**config.mk**
```make
export PLATFORM = sky130hd
export DESIGN_NAME = vx_mul_pipe
export DESIGN_NICKNAME = d
export VERILOG_FILES = /design/src/rtl/vx_mul_pipe.sv
export SDC_FILE = /design/constraint.sdc
export NUM_CORES = 2
export LEC_CHECK = 0
export CORE_UTILIZATION = 35
export CTS_CLUSTER_DIAMETER = 50
export DETAILED_ROUTE_END_ITERATION = 16
export HOLD_SLACK_MARGIN = 0.03
export PLACE_DENSITY = 0.59
export SYNTH_ARGS = -nofsm -noshare
export SYNTH_HDL_FRONTEND = slang
export SYNTH_SLANG_ARGS = --single-unit
```
**constraint.sdc**
```tcl
create_clock -name clk -period 11.7 [get_ports clk]
set_clock_uncertainty 0.05 [all_clocks]
set_input_delay 2.34 -clock clk [delete_from_list [all_inputs] [get_ports clk]]
set_output_delay 2.34 -clock clk [all_outputs]
set_load 0.1 [all_outputs]
```
**src/rtl/vx_mul_pipe.sv**
```systemverilog
// Elastic multi-lane RISC-V integer multiplier (MUL/MULH/MULHSU/MULHU).
// Valid/ready pipeline with bubble collapse and per-request tag pass-through.
module vx_mul_pipe #(
    parameter int LANES     = 1,
    parameter int WIDTH     = 32,
    parameter int TAG_WIDTH = 1,
    parameter int LATENCY   = 2
) (
    input  logic                   clk,
    input  logic                   reset,
    input  logic                   valid_in,
    output logic                   ready_in,
    input  logic [1:0]             op_in,
    input  logic [LANES*WIDTH-1:0] dataa_in,
    input  logic [LANES*WIDTH-1:0] datab_in,
    input  logic [TAG_WIDTH-1:0]   tag_in,
    output logic                   valid_out,
    input  logic                   ready_out,
    output logic [LANES*WIDTH-1:0] result_out,
    output logic [TAG_WIDTH-1:0]   tag_out
);

    localparam int DW = LANES * WIDTH;

    if (LATENCY < 1 || LATENCY > 4) begin : g_bad_latency
        $error("vx_mul_pipe: LATENCY must be in 1..4");
    end

    logic           sign_a;
    logic           sign_b;
    logic [DW-1:0]  prod_res;

    assign sign_a = (op_in == 2'd1) || (op_in == 2'd2);
    assign sign_b = (op_in == 2'd1);

    // Low 2*WIDTH bits of the (WIDTH+1)-bit signed product are all any op needs.
    for (genvar l = 0; l < LANES; l++) begin : g_lane
        logic [WIDTH-1:0]   a;
        logic [WIDTH-1:0]   b;
        logic [2*WIDTH-1:0] a_big;
        logic [2*WIDTH-1:0] b_big;
        logic [2*WIDTH-1:0] prod;

        assign a     = dataa_in[l*WIDTH +: WIDTH];
        assign b     = datab_in[l*WIDTH +: WIDTH];
        assign a_big = {{WIDTH{sign_a & a[WIDTH-1]}}, a};
        assign b_big = {{WIDTH{sign_b & b[WIDTH-1]}}, b};
        assign prod  = a_big * b_big;

        assign prod_res[l*WIDTH +: WIDTH] =
            (op_in == 2'd0) ? prod[WIDTH-1:0] : prod[2*WIDTH-1:WIDTH];
    end

    logic [LATENCY-1:0]   v;
    logic [LATENCY-1:0]   adv;
    logic [LATENCY-1:0]   load;
    logic [DW-1:0]        res_q [LATENCY];
    logic [TAG_WIDTH-1:0] tag_q [LATENCY];

    // A stage can release its entry if any downstream stage is empty or the sink is ready.
    always_comb begin
        adv = '0;
        for (int i = 0; i < LATENCY; i++) begin
            adv[i] = ready_out;
            for (int j = i + 1; j < LATENCY; j++) begin
                if (!v[j]) adv[i] = 1'b1;
            end
        end
    end

    assign load     = ~v | adv;
    assign ready_in = !reset && load[0];

    always_ff @(posedge clk) begin
        if (reset) begin
            v <= '0;
            for (int i = 0; i < LATENCY; i++) begin
                res_q[i] <= '0;
                tag_q[i] <= '0;
            end
        end else begin
            if (load[0]) begin
                v[0] <= valid_in;
                if (valid_in) begin
                    res_q[0] <= prod_res;
                    tag_q[0] <= tag_in;
                end
            end
            for (int i = 1; i < LATENCY; i++) begin
                if (load[i]) begin
                    v[i] <= v[i-1];
                    if (v[i-1]) begin
                        res_q[i] <= res_q[i-1];
                        tag_q[i] <= tag_q[i-1];
                    end
                end
            end
        end
    end

    assign valid_out  = v[LATENCY-1];
    assign result_out = res_q[LATENCY-1];
    assign tag_out    = tag_q[LATENCY-1];

endmodule

```
==> results.md <==
- Tcrit/Tclk final: between 90 and 100%
- CTS sink cnt: 68
- H-Tree Depth: 3
- CTS tree: done
- Worst-case hold path end point: tag_q[0][1]
- Max-slew violations: 0
- Post-synth top area share: 55.0%
- Number of synthesized flops with an enable pin: between 60 and 70
- Placeable core area: about 120,000 µm²
- Post-layout instance area: 44,100 µm²
- Critical R2R Launch: v[1]
- Final setup viols: 0
- Root buffer cell: clkbuf_16
- Critical path arrival: 11.10 ns
- GRT Overall Usage: approximately 19%
- Cell count after synthesis: approximately 4,500
- Mean Syn Cell Area: between 9 and 10 µm²
- Hold Crit Start: tag_q[0][0]
- Hold depth: 1
- Post-CTS Hold Buffers: 0
- Cell taking the most area after synthesis: fa_1
- Initial Util: 35.3%
- FF+latch count, synth: 68
- Full die area: around 120,000 µm²
- Post-CTS Setup Repair Bufs: 0
- First-pass GRT wire length: between 150,000 and 200,000 µm
- Distinct cells, synth: between 60 and 70
- Initial antenna violation count: 4
- Final Hold Viols: 0
- Gpl congestion: 0.908
- FF+latch area: 2020 µm²
- CTS Buf Count: 9
- Worst-path maximum fanout: 10
- Routed wire length: approximately 110,000 µm
- Most common library cell in the layout ignoring fill and taps: inv_1
- 1st-iter DRT viols: around 1,400
- Area occupied by multi-input gates: ~33,000 µm²
- Clock transition at path regs: 0.06 ns
- Share of layout cells above drive strength 1: under 10%
- Unrepaired setup endpoints after global routing: false
- Dpl hpwl: 95,200 µm
- Status: complete, no violations
- Post-synthesis compound-gate area fraction: 3.76%
- First-pass DRT Iterations: 5
- Vias in the first global route: 31,213
- Master of the slowest instance on the critical path: fa_1
- Nets: 5,862
- Crit path buffers/inverters: 7
- Worst-Margin Slew: about 1.0 ns
- # rows: roughly 130
- Longest Clk Path Bufs: 2
- Pin count of the biggest net entering global routing: 41
- Reg2reg setup slack: 9.22 ns
- Commonest cells after routing, fill and taps aside: 1,202 x inv_1, 1,125 x fa_1, 820 x nand2_1
- Gr ovfl total: 0
- Total of max-cap violations: 0
- Worst hold path type: reg2reg
- Final min period: ~11 ns
- P&R area growth vs syn: 7.63%
- Final ANT Viol Nets: 0
- Drt wl/cell: 18.0 µm
- Slew margin rel.: around 30%
- Setup crit end kind: register
- Crit Path Class: in2reg
- Port Buffer Count: 105
- Delay-heaviest family, CP: adder cells
- Setup_tns: 0 ns
- I/O pin total: 106
- Largest cells by area after synthesis: fa_1 55%, inv_1 11%, nand2_1 7.5%
- Sequential fraction of the synthesis area: 4.94%
- Clk_lat worst skew: around 0.34 ns
- Cell mode on critical path: fa_1
- Vias per inst: 4.78
- Post-CTS resize count: 0
- Mux contribution to synthesized area: 0.125%
- Reg-to-Reg End: res_q[0][29]
- DIE WIDTH: 344 µm
- Synth Cell Area: 40,900 µm²
- Cell Area, Placed: 43,700 µm²
- N_diodes: 0
- Worst Reg2Reg Path Length in Cells: 8
- Syn_nets: roughly 5,900
- Required @ worst endpoint: 11.81 ns
- Synth Flop Type: edfxtp_1
- Largest family of logic cells by synthesized area: adder cells
- DRC viols: 0
- Worst Setup Start Kind: input pin
- Adder-cell share of the synthesized area: 61.6%
- Xor/xnor cell area share of the yosys netlist: between 1.5 and 2%
- YS warnings: 0
- Crit path largest cell delay: 0.62 ns
- Total number of vias: ~29,000
- Die Y: 344 µm
- Simple-Gate Fraction of Synth Area: between 10% and 20%
- Ys async rst share: 0%
- Maximum clock rate: just over 0.09 GHz
- Filler cells: 11,760
[synth_stat cells (9+ instances only)]
cell         n
nand2_1    820
buf_4       33
nand4_1     13
fa_1      1125
o22ai_1     16
nand3_1     10
and3_1      20
inv_1     1202
a21o_1      25
ha_1       214
nor3_1       9
o21ai_0     37
or2_2        9
o21bai_1    11
edfxtp_1    66
xor2_1      22
xnor2_1     53
a211oi_1     9
nor2_1      80
and2_1     311
a21oi_1     79
clkbuf_1   225
[layer usage]
layer	part of all wire [%]	vias up	track usage (%)
met1	45	15149	27.1
met2	49	699	32.5
met5	0.038	-	0
met4	1.6	6	2.88
li1	-	12646	-
met3	4.9	113	2.00
[registers in the layout (all words and copies together) (netlist names)]
name and cells:
v 2, res_q 64, tag_q 2
[cell families after synthesis]
group / count (synthesis)
compound gates: 232
xor+xnor: 75
fa+ha+maj: 1339
buf+inv: 1465
flops: 68
mux: 5
simple gates: 1295
[through the flow]
step                utilization, %  instances  hold slack [ns]  setup slack [ns]
floorplan                        -       4479            0.447              1.37
detailed placement            37.7       5965            0.452             0.363
global placement              37.7       5965            0.456             0.514
global route                  38.0       5981            0.484             0.166
finish                        38.0       5981            0.464             0.716
CTS                           38.0       5981            0.466             0.751
[layout make-up]
| class | count | area share [%] |
|---|---|---|
| Clock inverter | 7 | 0.261 |
| Inverter | 1202 | 10.2 |
| Timing Repair Buffer | 225 | 4.50 |
| Clock buffer | 9 | 0.511 |
| Multi-Input combinational cell | 2946 | 75.6 |
| Sequential cell | 68 | 4.59 |
| Tap cell | 1524 | 4.33 |
[worst max-delay path by stage]
stage                         from            to  slack [ns]  cells past startpoint
final                     op_in[0]  res_q[0][30]        0.72                     29
after global routing      op_in[0]  res_q[0][30]        0.17                     29
after CTS                 op_in[0]  res_q[0][30]        0.75                     29
after detailed placement  op_in[0]  res_q[0][30]        0.36                     29
after global placement    op_in[0]  res_q[0][30]        0.51                     28
after floorplan           op_in[1]  res_q[0][29]        1.37                     31
Power is not shown: default switching activity piles up to over one toggle a cycle in this logic, so the estimate is an artifact.
